--- src/rtl/alu_pkg.sv ---
// alu_pkg: constants shared by the integer datapath blocks.
//   ALU_WIDTH - default operand/result width
//   ALU_TAG_W - width of the destination-register tag carried with an op
//   OP_ADD / OP_SUB - encoding of the add/subtract select bit
package alu_pkg;

  localparam int unsigned ALU_WIDTH = 32;
  localparam int unsigned ALU_TAG_W = 5;

  localparam logic OP_ADD = 1'b0;
  localparam logic OP_SUB = 1'b1;

endpackage

--- src/rtl/add_slice.sv ---
// add_slice: combinational SW-bit adder slice with carry-in.
// Ports:
//   a_i, b_i  - slice operands (b_i is already inverted for subtraction)
//   cin_i     - carry into bit 0 of the slice
//   sum_o     - slice sum
//   cout_o    - carry out of the slice MSB
//   cmsb_o    - carry into the slice MSB (cmsb ^ cout gives signed overflow)
module add_slice #(
  parameter int unsigned SW = 16
) (
  input  logic [SW-1:0] a_i,
  input  logic [SW-1:0] b_i,
  input  logic          cin_i,
  output logic [SW-1:0] sum_o,
  output logic          cout_o,
  output logic          cmsb_o
);

  logic [SW:0] res;

  assign res    = {1'b0, a_i} + {1'b0, b_i} + {{SW{1'b0}}, cin_i};
  assign sum_o  = res[SW-1:0];
  assign cout_o = res[SW];
  // Sum bit = a ^ b ^ carry-in, so the MSB carry-in falls out of the sum.
  assign cmsb_o = res[SW-1] ^ a_i[SW-1] ^ b_i[SW-1];

endmodule

--- src/rtl/pipe_adder.sv ---
// pipe_adder: pipelined WIDTH-bit integer adder/subtractor with valid/ready handshake.
// The add is split into STAGES slices of SW = WIDTH/STAGES bits; stage k adds slice k using
// the carry registered by stage k-1. Lower result slices and the not-yet-added upper operand
// slices travel with the op. The whole pipe moves together (global advance), so a stalled
// output freezes every stage.
// Ports:
//   clk, rst_n          - clock, asynchronous active-low reset
//   flush               - squash all in-flight ops at the next edge
//   in_valid/in_ready   - input handshake; in_ready = advance && !flush
//   in_a, in_b, in_sub  - operands and op select (0 = A+B, 1 = A-B)
//   in_signed, in_tag   - report signed overflow; opaque tag returned with the result
//   out_valid/out_ready - output handshake
//   out_sum, out_carry  - result mod 2^WIDTH; carry out (for sub, 1 = no borrow)
//   out_zero, out_ovf   - result is zero; signed overflow
//   out_tag             - tag of this result
// Configuration: define PIPE_ADDER_OVF_EN to build the overflow logic; otherwise out_ovf = 0.
// WIDTH must be a multiple of STAGES, and STAGES must be in 1..4.
module pipe_adder
  import alu_pkg::*;
#(
  parameter int unsigned WIDTH  = ALU_WIDTH,
  parameter int unsigned STAGES = 2,
  parameter int unsigned TAG_W  = ALU_TAG_W
) (
  input  logic             clk,
  input  logic             rst_n,
  input  logic             flush,
  input  logic             in_valid,
  output logic             in_ready,
  input  logic [WIDTH-1:0] in_a,
  input  logic [WIDTH-1:0] in_b,
  input  logic             in_sub,
  input  logic             in_signed,
  input  logic [TAG_W-1:0] in_tag,
  output logic             out_valid,
  input  logic             out_ready,
  output logic [WIDTH-1:0] out_sum,
  output logic             out_carry,
  output logic             out_zero,
  output logic             out_ovf,
  output logic [TAG_W-1:0] out_tag
);

  localparam int unsigned SW = WIDTH / STAGES;

  logic advance;
  logic sub_op;

  assign advance  = ~out_valid | out_ready;
  assign in_ready = advance & ~flush;
  assign sub_op   = (in_sub == OP_SUB);

  for (genvar s = 0; s < STAGES; s++) begin : g_stage
    // Operand bits still to be added when the op reaches this stage.
    localparam int unsigned Rem = WIDTH - s * SW;

    logic [Rem-1:0]        a_src;
    logic [Rem-1:0]        b_src;
    logic                  cin_src;
    logic                  vld_src;
    logic [TAG_W-1:0]      tag_src;
    logic [SW-1:0]         slc_sum;
    logic                  slc_cout;
    logic                  slc_cmsb;
    logic [(s+1)*SW-1:0]   sum_nx;

    logic                  vld_q;
    logic                  cy_q;
    logic [TAG_W-1:0]      tag_q;
    logic [(s+1)*SW-1:0]   sum_q;
`ifdef PIPE_ADDER_OVF_EN
    logic                  sgn_src;
`endif

    if (s == 0) begin : g_src
      assign a_src   = in_a;
      assign b_src   = in_b ^ {WIDTH{sub_op}};
      assign cin_src = sub_op;
      assign vld_src = in_valid & in_ready;
      assign tag_src = in_tag;
      assign sum_nx  = slc_sum;
`ifdef PIPE_ADDER_OVF_EN
      assign sgn_src = in_signed;
`endif
    end else begin : g_src
      assign a_src   = g_stage[s-1].g_fwd.a_q;
      assign b_src   = g_stage[s-1].g_fwd.b_q;
      assign cin_src = g_stage[s-1].cy_q;
      assign vld_src = g_stage[s-1].vld_q;
      assign tag_src = g_stage[s-1].tag_q;
      assign sum_nx  = {slc_sum, g_stage[s-1].sum_q};
`ifdef PIPE_ADDER_OVF_EN
      assign sgn_src = g_stage[s-1].g_fwd.sgn_q;
`endif
    end

    add_slice #(
      .SW(SW)
    ) u_slice (
      .a_i   (a_src[SW-1:0]),
      .b_i   (b_src[SW-1:0]),
      .cin_i (cin_src),
      .sum_o (slc_sum),
      .cout_o(slc_cout),
      .cmsb_o(slc_cmsb)
    );

    // flush beats advance for the valid bit; data only moves with advance.
    always_ff @(posedge clk or negedge rst_n) begin
      if (!rst_n) begin
        vld_q <= 1'b0;
        cy_q  <= 1'b0;
        tag_q <= '0;
        sum_q <= '0;
      end else begin
        if (flush) begin
          vld_q <= 1'b0;
        end else if (advance) begin
          vld_q <= vld_src;
        end
        if (advance) begin
          cy_q  <= slc_cout;
          tag_q <= tag_src;
          sum_q <= sum_nx;
        end
      end
    end

    if (s == STAGES - 1) begin : g_last
      logic zero_q;
`ifdef PIPE_ADDER_OVF_EN
      logic ovf_q;
`else
      logic unused_cmsb;
      assign unused_cmsb = slc_cmsb;
`endif

      always_ff @(posedge clk or negedge rst_n) begin
        if (!rst_n) begin
          zero_q <= 1'b0;
`ifdef PIPE_ADDER_OVF_EN
          ovf_q  <= 1'b0;
`endif
        end else if (advance) begin
          zero_q <= (sum_nx == '0);
`ifdef PIPE_ADDER_OVF_EN
          // Carry into MSB differing from carry out is the classic signed overflow test.
          ovf_q  <= sgn_src & (slc_cmsb ^ slc_cout);
`endif
        end
      end
    end else begin : g_fwd
      logic [Rem-SW-1:0] a_q;
      logic [Rem-SW-1:0] b_q;
      logic              unused_cmsb;
`ifdef PIPE_ADDER_OVF_EN
      logic              sgn_q;
`endif

      assign unused_cmsb = slc_cmsb;

      always_ff @(posedge clk or negedge rst_n) begin
        if (!rst_n) begin
          a_q   <= '0;
          b_q   <= '0;
`ifdef PIPE_ADDER_OVF_EN
          sgn_q <= 1'b0;
`endif
        end else if (advance) begin
          a_q   <= a_src[Rem-1:SW];
          b_q   <= b_src[Rem-1:SW];
`ifdef PIPE_ADDER_OVF_EN
          sgn_q <= sgn_src;
`endif
        end
      end
    end
  end

  assign out_valid = g_stage[STAGES-1].vld_q;
  assign out_sum   = g_stage[STAGES-1].sum_q;
  assign out_carry = g_stage[STAGES-1].cy_q;
  assign out_tag   = g_stage[STAGES-1].tag_q;
  assign out_zero  = g_stage[STAGES-1].g_last.zero_q;

`ifdef PIPE_ADDER_OVF_EN
  assign out_ovf = g_stage[STAGES-1].g_last.ovf_q;
`else
  logic unused_signed;
  assign unused_signed = in_signed;
  assign out_ovf       = 1'b0;
`endif

endmodule
--- config.mk ---
export PLATFORM = sky130hd
export DESIGN_NAME = pipe_adder
export DESIGN_NICKNAME = d
export VERILOG_FILES = /design/src/rtl/alu_pkg.sv /design/src/rtl/add_slice.sv /design/src/rtl/pipe_adder.sv
export SDC_FILE = /design/constraint.sdc
export NUM_CORES = 1
export LEC_CHECK = 0
export BUFFER_PORTS_ARGS = -buffer_cell sky130_fd_sc_hd__buf_2
export CELL_PAD_IN_SITES_DETAIL_PLACEMENT = 0
export CELL_PAD_IN_SITES_GLOBAL_PLACEMENT = 1
export CORE_UTILIZATION = 39
export DETAILED_ROUTE_END_ITERATION = 7
export PLACE_DENSITY = 0.75
export SETUP_SLACK_MARGIN = 0.4
export SLEW_MARGIN = 30
export SYNTH_ARGS = -nofsm -noshare
export SYNTH_HDL_FRONTEND = slang
export SYNTH_SLANG_ARGS = --single-unit
--- constraint.sdc ---
create_clock -name clk -period 3.8 [get_ports clk]
set_input_delay 0.57 -clock clk [delete_from_list [all_inputs] [get_ports clk]]
set_output_delay 0.57 -clock clk [all_outputs]
set_load 0.02 [all_outputs]
**Word level (Yosys, flattened, before mapping)**

Cells that the tools add are included.

- Muxes and demuxes: 4
- Reductions and logical operators: 2
- $add $sub $neg: 4
- Bitwise logic cells: 6

Operators by type and width:

| cell | number |
|---|---|
| 16-bit by 16-bit adder with 17-bit output | 2 |
| 17-bit by 1-bit adder with 17-bit output | 2 |
| 32-bit logical NOT | 1 |
| 32-bit XOR | 1 |
| 1-bit 2-to-1 mux | 4 |
| 1-bit bitwise AND | 2 |
| 1-bit NOT | 2 |
| 2-bit nonzero test | 1 |
| 1-bit bitwise OR | 1 |

- Input port bits: 76
- Register bits after elaboration: 95

**Depth between registers and ports, before layout**

Gate-level depths: netlist (run 1).

- Depth in word-level cells: 6
- Gate-level depth with buffers: 12
- Gate-level depth less buffers: 10

**Cells and area by module**

From an unflattened synthesis (run 1), not the netlist that was laid out.

- Cells, all modules: 480
- Area total of the unflattened synthesis: 5,662.9 um^2

By module, submodules not included:

| module | instances | seq. area each (um^2) | cells an instance | area each (um^2) |
|---|---|---|---|---|
| pipe_adder | 1 | 2,377.3 | 272 | 4,071.4 |
| add_slice at g_stage[1].u_slice | 1 | 0.0 | 114 | 839.6 |
| add_slice at g_stage[0].u_slice | 1 | 0.0 | 94 | 752.0 |

**Worst setup path before layout (run 1)**

OpenSTA, ideal clock, no wires.

- Kind: input port to flip-flop
- Start point: input port in_sub
- End point: register g_stage[0].sum_q[14]
- Library setup time: 0.129 ns
- Data arrival time: 3.222 ns
- Path buffers: 2
- Stages: 12
- Path slack: 0.449 ns
- Required time: 3.671 ns
- Path through: clkbuf_2 buf_1 xor2_1 fa_1 a21o_1 a21oi_1 o21ai_1 o41ai_2 o2111ai_1 a31oi_1 xor2_1 o21ai_1

- Cells in the longest elaborated chain, start to end: 3

Ends and longest elaborated chain:

| item | RTL line | text |
|---|---|---|
| start: declaration | pipe_adder.sv:32 | `input logic in_sub,` |
| 32-bit XOR | pipe_adder.sv:77 | `assign b_src = in_b ^ {WIDTH{sub_op}};` |
| 16-bit by 16-bit adder with 17-bit output | add_slice.sv:21 | `assign res = {1'b0, a_i} + {1'b0, b_i} + {{SW{1'b0}}, cin_i};` |
| 17-bit by 1-bit adder with 17-bit output * | add_slice.sv:21 |  |
| end signal: assignment | pipe_adder.sv:124 | `sum_q <= sum_nx;` |
| end: declaration | pipe_adder.sv:70 | `logic [(s+1)*SW-1:0] sum_q;` |

Mark *: on every way between the ends. The rest lies on a longest branch, timed or not.
A chain may end at the register's enable or synchronous reset.

**Worst setup path in the final report (run 1)**

- Start point: register g_stage[0].cy_q
- End point: register g_stage[1].g_last.zero_q (netlist: out_zero)

- Cells in the longest elaborated chain, start to end: 2

Ends and longest elaborated chain:

| item | RTL line | text |
|---|---|---|
| start: declaration | pipe_adder.sv:68 | `logic cy_q;` |
| start signal: assignment | pipe_adder.sv:122 | `cy_q <= slc_cout;` |
| 17-bit by 1-bit adder with 17-bit output | add_slice.sv:21 |  |
| 32-bit logical NOT | pipe_adder.sv:145 | `zero_q <= (sum_nx == '0);` |
| end signal: assignment | pipe_adder.sv:145 |  |
| end: declaration | pipe_adder.sv:130 | `logic zero_q;` |

No other way between the ends.

==> results of run 1 <==
==> registers in the layout (all words and copies together), names as in the netlist <==
| signal | cells |
|---|---|
| out_sum | 32 |
| g_stage.g_fwd.a_q | 16 |
| g_stage.g_fwd.b_q | 16 |
| g_stage.sum_q | 16 |
| g_stage.tag_q | 5 |
| out_tag | 5 |
| g_stage.cy_q | 1 |
| g_stage.vld_q | 1 |
| out_carry | 1 |
| out_valid | 1 |
| out_zero | 1 |
==> logic make-up after synthesis <==
logic type / count (synthesis) / synth area share (%)
xor gates and xnor gates: 55 / 9.100
muxes: 1 / 0.2835
buffers and inverters: 34 / 2.553
and+or+nand+nor: 262 / 20.54
other: 1 / 0.07084
adders and majority gates: 33 / 8.225
AOI/OAI and AO/OA: 118 / 14.32
DFF: 95 / 44.91
==> area by class of cell <==
cell class | instances | area share [%]
multi-input cells | 470 | 43.89
flip-flops and latches | 95 | 37.31
repair buffers | 122 | 9.898
clock buffers | 9 | 3.535
well taps | 176 | 3.456
clock inverters | 7 | 1.610
inverters | 5 | 0.2946
==> through the flow <==
step           cells  hold slack, ns  total power, mW
2_1_floorplan    599          0.2744            2.107
3_3_place_gp     868          0.4442            2.468
3_5_place_dp     868          0.4523            2.500
4_1_cts          884          0.3155            3.497
5_1_grt          884          0.3475            3.675
6_report         884          0.3019            3.461
==> power by group <==
group	switching, mW	total, mW	internal [mW]	leakage (nW)
clock network	0.400	0.985	0.585	0.157
logic	0.666	1.09	0.428	1.81
registers	0.150	1.38	1.23	1.12
total	1.22	3.46	2.25	3.08
==> layout by cell type, fill, tap and decap left out, types with 2 or more instances in the layout <==
cell type,n
sky130_fd_sc_hd__inv_6,3
sky130_fd_sc_hd__ha_1,30
sky130_fd_sc_hd__fa_1,3
sky130_fd_sc_hd__nor3_1,11
sky130_fd_sc_hd__buf_2,114
sky130_fd_sc_hd__nor4_1,5
sky130_fd_sc_hd__o21ai_0,47
sky130_fd_sc_hd__bufinv_16,2
sky130_fd_sc_hd__xor2_1,28
sky130_fd_sc_hd__dfrtp_1,95
sky130_fd_sc_hd__nor2_1,35
sky130_fd_sc_hd__or3_1,3
sky130_fd_sc_hd__nand4_1,2
sky130_fd_sc_hd__o21bai_1,3
sky130_fd_sc_hd__nand2_1,184
sky130_fd_sc_hd__inv_1,5
sky130_fd_sc_hd__and2_1,2
sky130_fd_sc_hd__o211ai_1,2
sky130_fd_sc_hd__o21ai_1,3
sky130_fd_sc_hd__a21oi_1,27
sky130_fd_sc_hd__o21ai_2,2
sky130_fd_sc_hd__a21o_1,8
sky130_fd_sc_hd__nand3_1,5
sky130_fd_sc_hd__o21a_1,2
sky130_fd_sc_hd__buf_4,8
sky130_fd_sc_hd__clkbuf_16,9
sky130_fd_sc_hd__a211oi_1,6
sky130_fd_sc_hd__nor2b_1,2
sky130_fd_sc_hd__xnor2_1,27
sky130_fd_sc_hd__a31oi_1,2
sky130_fd_sc_hd__and3_1,3
sky130_fd_sc_hd__a211o_1,2
sky130_fd_sc_hd__o31ai_1,2
sky130_fd_sc_hd__nand2b_1,2
==> worst max-delay path by stage <==
stage / start / cells past startpoint / end
2_1_floorplan: in_sub / 12 / g_stage[0].sum_q[14]
3_3_place_gp: in_sub / 11 / g_stage[0].sum_q[14]
3_5_place_dp: in_sub / 11 / g_stage[0].sum_q[15]
4_1_cts: g_stage[0].cy_q / 10 / out_zero
5_1_grt: g_stage[0].cy_q / 10 / out_zero
6_report: g_stage[0].cy_q / 10 / out_zero
==> per-layer routing <==
layer	wire length [um]	vias to the layer above
li1	-	2216
met3	556	9
met5	0	-
met2	5596	118
met1	6218	2064
met4	126	0
==> Yosys cell counts (2+ instances only) <==
cell type | n | share of area [%]
sky130_fd_sc_hd__ha_1 | 30 | 7.1
sky130_fd_sc_hd__buf_1 | 3 | 0.21
sky130_fd_sc_hd__o21ai_1 | 3 | 0.28
sky130_fd_sc_hd__nand2_1 | 184 | 13
sky130_fd_sc_hd__o21ai_0 | 47 | 4.4
sky130_fd_sc_hd__o31ai_1 | 2 | 0.28
sky130_fd_sc_hd__clkbuf_1 | 22 | 1.6
sky130_fd_sc_hd__nor3_1 | 11 | 1.0
sky130_fd_sc_hd__inv_1 | 5 | 0.35
sky130_fd_sc_hd__nor2b_1 | 3 | 0.35
sky130_fd_sc_hd__nor4_1 | 5 | 0.59
sky130_fd_sc_hd__o21a_1 | 2 | 0.28
sky130_fd_sc_hd__a211oi_1 | 6 | 0.85
sky130_fd_sc_hd__a31oi_1 | 2 | 0.24
sky130_fd_sc_hd__xor2_1 | 28 | 4.6
sky130_fd_sc_hd__o211ai_1 | 2 | 0.28
sky130_fd_sc_hd__and3_1 | 3 | 0.35
sky130_fd_sc_hd__xnor2_1 | 27 | 4.5
sky130_fd_sc_hd__nand2b_1 | 3 | 0.35
sky130_fd_sc_hd__o21bai_1 | 3 | 0.43
sky130_fd_sc_hd__dfrtp_1 | 95 | 45
sky130_fd_sc_hd__nor2_1 | 35 | 2.5
sky130_fd_sc_hd__fa_1 | 3 | 1.1
sky130_fd_sc_hd__o21ai_2 | 2 | 0.33
sky130_fd_sc_hd__clkbuf_2 | 3 | 0.28
sky130_fd_sc_hd__a21o_1 | 8 | 1.1
sky130_fd_sc_hd__and2_1 | 2 | 0.24
sky130_fd_sc_hd__or3_1 | 3 | 0.35
sky130_fd_sc_hd__a211o_1 | 2 | 0.33
sky130_fd_sc_hd__nand3_1 | 5 | 0.47
sky130_fd_sc_hd__nand4_1 | 2 | 0.24
sky130_fd_sc_hd__a21oi_1 | 27 | 2.6
==> results.sh, run 1 <==
export IMPL_detail_route_drc_violations=0
export IMPL_postCtsSetupRepairBufs=0
export IMPL_hold_buffers=0
export IMPL_clk_pin_slew_ns=0.07
export IMPL_setup_worst_path_start_class="flop"
export IMPL_crit_path_max_incr_delay_ns=0.50
export IMPL_grt_pass1_wl_um=21140
export IMPL_final_setup_worst_slack_ns=0.5951
export IMPL_via_total_after_detailed_routing=4407
export IMPL_viasPerCell=4.985
export IMPL_critPathKind="reg2reg"
export IMPL_post_synth_inst_count=599
export IMPL_post_synth_num_cell_types=53
export IMPL_netlist_area_um2=5294
export IMPL_post_route_min_period_ns=3.205
export IMPL_global_route_usage_total_pct=18.99
export IMPL_slew_limit_headroom_pct=53.46
export IMPL_crit_path_frequent_cell="sky130_fd_sc_hd__fa_1"
export IMPL_critical_path_slowest_cell="sky130_fd_sc_hd__fa_1"
export IMPL_clock_sinks=95
export IMPL_power_density_nw_per_um2=543.3
export IMPL_reg2reg_to="out_zero"
export IMPL_tns_ns=0
export IMPL_route_final_wire_length_um=12500
export IMPL_ctsResizeCount=0
export IMPL_timing_max_cap_violations=0
export IMPL_rows=42
export IMPL_synth_area_per_cell_um2=8.838
export IMPL_synth_warnings=0
export IMPL_cts_tree="yes"
export IMPL_post_dp_cell_area_um2=6043
export IMPL_async_reset_ff_share_pct=100.0
export IMPL_worstRegToRegCells=10
export IMPL_report_final_slew_viol_count=0
export IMPL_path_delay_family="compound AO/OA/AOI/OAI gates"
export IMPL_antenna_violations_before_repair=0
export IMPL_chipWidth_um=118.5
export IMPL_worstSkewPairLatency_ns=0.34
export IMPL_rsz0062_at_grt="false"
export IMPL_use_met1_pct=27.49
export IMPL_floorplan_die_area_um2=14040
export IMPL_critical_path_cell_chain="fa_1, fa_1, a211oi_2, o21bai_1, a21o_1, a211o_1, a21oi_1, xor2_1, nor4b_2, a32o_1"
export IMPL_synth_flop_cell="sky130_fd_sc_hd__dfrtp_1"
export IMPL_starting_utilization_of_the_core_area_pct=39.98
export IMPL_r2r_start="g_stage[0].cy_q"
export IMPL_antenna_violating_nets_post_route=0
export IMPL_timing_worst_slew_pin_value_ns=0.6981
export IMPL_share_of_the_cycle_needed_by_the_critical_path_after_routing_pct=84.34
export IMPL_holdCritPathClass="in2async"
export IMPL_synthesized_nets=708
export IMPL_ff_latch_area_um2=2377
export IMPL_avgRoutedWirePerCell_um=14.14
export IMPL_dp_hpwl_um=9371
export IMPL_place_gp_congestion=0.8519
export IMPL_clockRootBuffer="sky130_fd_sc_hd__clkbuf_16"
export IMPL_dp_worst_setup_slack_ns=0.4685
export IMPL_fin_worst_skew_ns=0.006108
export IMPL_critPathCaptureType="flop"
export IMPL_dr_pass1_iterations=4
export IMPL_data_required_time_of_the_worst_path_ns=4.08
export IMPL_fmax_mhz=312.0
export IMPL_grt_overflow=0
export IMPL_maximum_number_of_pins_on_one_net_before_global_route_repair=56
export IMPL_status="finished, final reports clean"
export IMPL_postSynthRegisterBits=95
export IMPL_cts_made_buffers=9
export IMPL_proportion_of_synthesized_chip_area_in_sequential_cells_pct=44.91
export IMPL_diodes=0
export IMPL_final_cell_area_um2=6371
export IMPL_nFillCells=1309
export IMPL_place_port_buffers=115
export IMPL_layout_drive_gt1_share_pct=21.33
export IMPL_multi_input_comb_area_um2=2796
export IMPL_signal_arrival_time_at_the_worst_endpoint_ns=3.48
export IMPL_htreeDepth=3
export IMPL_num_nets_final=812
export IMPL_r2r_slack_ns=0.60
export IMPL_vdd_ir_drop_worst_uv=215.5
export IMPL_clock_path_buffers=2
export IMPL_synth_edf_count=0
export IMPL_globalRouteMet3Util_pct=3.427
export IMPL_die_height_um=118.5
export IMPL_gr_max_usage_layer="met2"
export IMPL_drt_iter0_markers=260
export IMPL_leakage_nw=3.083
export IMPL_num_io_pins=118
export IMPL_fin_util_pct=48.11
export IMPL_core_area_um2=13240
export IMPL_area_delta_synth_final_pct=20.35
export IMPL_final_hold_viol_count=0
export IMPL_gr_usage_met2_pct=28.97
export IMPL_number_of_global_route_vias_before_repair=4264
export IMPL_setup_violations=0
export IMPL_critical_path_buf_inv_count=0
export IMPL_timing_critical_path_fanout_max=4
Power figures use the tool's default switching activity.
==> inputs of run 2 (changes only) <==
ABC_AREA = 1   (was unset)
CORE_UTILIZATION = 36   (was 39)
PLACE_DENSITY = 0.74   (was 0.75)
clock period = 2.6 ns   (was 3.8 ns; I/O delays follow)
==> run 2 against run 1 <==
Maximum frequency grew 47%. Sequential cell count is the same. Combinational power grew 57%. Clock-buffer cell count is the same. Non-clock buffer count grew 5. Hold slack lost 0.077 ns. Core utilization shrank 3.3 points. Global-route usage shrank 1.3 points.
==> results.sh, run 2 <==
export IMPL_clk_pin_slew_ns=0.07
export IMPL_timing_max_cap_violations=0
export IMPL_critical_path_slowest_cell="sky130_fd_sc_hd__fa_2"
export IMPL_critical_path_cell_chain="fa_2, fa_2, nand3_2, nand2_2, nand2_2, nand2_1, nor2_2, nand2_1, nor2_1, nand2_1, nor2_1, nand3_1, nand2_1"
export IMPL_synth_warnings=0
export IMPL_place_gp_congestion=0.8364
export IMPL_path_delay_family="simple AND/OR/NAND/NOR gates"
export IMPL_post_synth_inst_count=729
export IMPL_cts_tree="yes"
export IMPL_async_reset_ff_share_pct=100.0
export IMPL_finalHoldWorstSlack_ns=0.2251
export IMPL_place_port_buffers=115
export IMPL_critPathCaptureType="flop"
export IMPL_antenna_violations_before_repair=1
export IMPL_post_dp_cell_area_um2=6382
export IMPL_min_delay_start="flush"
export IMPL_yosys_cell_count_top_type="sky130_fd_sc_hd__nand2_1"
export IMPL_power_density_nw_per_um2=753.8
export IMPL_synthesized_nets=838
export IMPL_final_cell_area_um2=6808
export IMPL_status="finished, final reports clean"
export IMPL_r2r_slack_ns=0.42
export IMPL_mostFrequentLayoutCells="sky130_fd_sc_hd__nand2_1 (240), sky130_fd_sc_hd__buf_2 (113), sky130_fd_sc_hd__dfrtp_1 (95), sky130_fd_sc_hd__inv_1 (68), sky130_fd_sc_hd__o21ai_0 (62)"
export IMPL_antenna_violating_nets_post_route=0
export IMPL_multi_input_comb_area_um2=2890
export IMPL_die_height_um=126.7
export IMPL_fin_worst_skew_ns=0.006872
export IMPL_signal_arrival_time_at_the_worst_endpoint_ns=2.47
export IMPL_r2r_start="g_stage[0].cy_q"
export IMPL_rsz0062_at_grt="true"
export IMPL_floorplan_die_area_um2=16060
export IMPL_vdd_ir_drop_worst_uv=375.6
export IMPL_critical_path_buf_inv_count=0
export IMPL_layout_cells_most_common="sky130_fd_sc_hd__nand2_1"
export IMPL_number_of_global_route_vias_before_repair=4702
export IMPL_grt_pass1_wl_um=22620
export IMPL_maximum_number_of_pins_on_one_net_before_global_route_repair=132
export IMPL_ff_latch_area_um2=2377
export IMPL_setup_worst_path_start_class="flop"
export IMPL_synth_area_top_cells="sky130_fd_sc_hd__dfrtp_1 (42%), sky130_fd_sc_hd__nand2_1 (16%), sky130_fd_sc_hd__ha_1 (6.7%)"
export IMPL_crit_path_frequent_cell="sky130_fd_sc_hd__nand2_1"
export IMPL_crit_path_max_incr_delay_ns=0.41
export IMPL_data_required_time_of_the_worst_path_ns=2.89
export IMPL_dr_pass1_iterations=4
export IMPL_viasPerCell=4.725
export IMPL_synth_area_per_cell_um2=7.682
export IMPL_num_nets_final=951
export IMPL_dp_hpwl_um=10160
export IMPL_reg2reg_to="out_zero"
export IMPL_post_synth_top_area_fraction_pct=42.45
export IMPL_netlist_top_cell_by_area="sky130_fd_sc_hd__dfrtp_1"
export IMPL_leakage_nw=3.503
export IMPL_area_delta_synth_final_pct=21.56
export IMPL_worstSkewPairLatency_ns=0.35
export IMPL_proportion_of_synthesized_chip_area_in_sequential_cells_pct=42.45
export IMPL_detail_route_drc_violations=0
export IMPL_cts_made_buffers=9
export IMPL_holdCritPathClass="in2reg"
export IMPL_via_total_after_detailed_routing=4890
export IMPL_route_final_wire_length_um=13390
export IMPL_avgRoutedWirePerCell_um=12.93
export IMPL_report_final_slew_viol_count=0
export IMPL_starting_utilization_of_the_core_area_pct=36.84
export IMPL_largest_register_ffs=32
export IMPL_critPathKind="reg2reg"
export IMPL_grt_overflow=0
export IMPL_timing_critical_path_fanout_max=3
export IMPL_tns_ns=0
export IMPL_clock_path_buffers=2
export IMPL_diodes=0
export IMPL_hold_path_cell_count=2
export IMPL_num_io_pins=118
export IMPL_final_hold_viol_count=0
export IMPL_worstRegToRegCells=13
export IMPL_min_delay_worst_endpoint="out_valid"
export IMPL_setup_violations=0
export IMPL_post_synth_num_cell_types=36
export IMPL_drt_iter0_markers=236
export IMPL_netlist_area_um2=5600
export IMPL_fmax_mhz=458.6
export IMPL_postSynthRegisterBits=95
export IMPL_clock_sinks=95
export IMPL_global_route_usage_total_pct=17.71
export IMPL_synth_flop_cell="sky130_fd_sc_hd__dfrtp_1"
export IMPL_post_route_min_period_ns=2.180
export IMPL_share_of_the_cycle_needed_by_the_critical_path_after_routing_pct=83.86
export IMPL_chipWidth_um=126.7
export IMPL_synth_edf_count=0
export IMPL_nFillCells=1581
export IMPL_core_area_um2=15200
export IMPL_htreeDepth=3
export IMPL_layout_drive_gt1_share_pct=21.02
export IMPL_design_power_total_mw=5.132
export IMPL_rows=45
export IMPL_clockRootBuffer="sky130_fd_sc_hd__clkbuf_16"
export IMPL_yosys_top_cells_count="sky130_fd_sc_hd__nand2_1 (246), sky130_fd_sc_hd__dfrtp_1 (95), sky130_fd_sc_hd__inv_1 (69)"
run 2: power by group:
part / switching [mW] / leakage, nW / internal [mW]
Sequential: 0.176 / 1.12 / 1.78
Combinational: 1.09 / 2.23 / 0.625
Clock: 0.602 / 0.157 / 0.857
run 2: how the worst max path moves through the flow:
stage / endpoint / slack (ns) / cells past startpoint / startpoint
after floorplan: g_stage[0].sum_q[12] / 0.42 / 11 / in_sub
after detailed placement: g_stage[0].sum_q[12] / 0.21 / 10 / in_sub
after global placement: out_zero / 0.24 / 13 / g_stage[0].cy_q
final: out_zero / 0.42 / 13 / g_stage[0].cy_q
after global routing: out_zero / 0.32 / 13 / g_stage[0].cy_q
after CTS: out_zero / 0.40 / 13 / g_stage[0].g_fwd.b_q[0]
run 2: final cells by class:
class / count / share of cell area (%)
sequential: 95 / 34.92
clock buffer: 9 / 3.308
multi-input combinational: 538 / 42.46
timing repair buffer: 127 / 10.44
inverter: 71 / 3.915
tap: 188 / 3.455
clock inverter: 7 / 1.507
run 2: cells by family after synthesis:
kind of cell    after synthesis  synth area share (%)
simple gates                359                 26.85
compound gates              106                 9.964
buf+inv                      96                 6.792
flops                        95                 42.45
xor+xnor                     39                 6.099
fa+ha+maj                    33                 7.775
other cells                   1               0.06696
run 2: worst reg2reg max path, stage by stage (launching register included):
cell and delay, ns:
sky130_fd_sc_hd__dfrtp_1 0.40, sky130_fd_sc_hd__fa_2 0.41, sky130_fd_sc_hd__fa_2 0.40, sky130_fd_sc_hd__nand3_2 0.12
sky130_fd_sc_hd__nand2_2 0.08, sky130_fd_sc_hd__nand2_2 0.09, sky130_fd_sc_hd__nand2_1 0.06, sky130_fd_sc_hd__nor2_2 0.10
sky130_fd_sc_hd__nand2_1 0.06, sky130_fd_sc_hd__nor2_1 0.09, sky130_fd_sc_hd__nand2_1 0.07, sky130_fd_sc_hd__nor2_1 0.09
sky130_fd_sc_hd__nand3_1 0.08, sky130_fd_sc_hd__nand2_1 0.06
run 2: repair_timing:
action / 4_1_cts / 5_1_grt
setup buffers: 4 / 2
resized for setup: 11 / 2
pin swaps: 7 / 3
hold endpoints to repair: 28 / 0
endpoints found under the setup margin: 5 / 3
hold buffers: 1 / 0
run 2: layer usage:
layer	track usage (%)	share of wire, %
met4	5.462	1.1
met5	0	0
met2	29.22	47
met3	3.416	4.2
met1	23.53	48
run 2: through the flow:
| step | std cells | util, % | setup slack, ns |
|---|---|---|---|
| floorplan | 729 | - | 0.4213 |
| global placement | 1012 | 41.98 | 0.2424 |
| detailed placement | 1012 | 41.98 | 0.2068 |
| CTS | 1033 | 44.63 | 0.4008 |
| global route | 1035 | 44.78 | 0.3171 |
| finish | 1035 | 44.78 | 0.4196 |
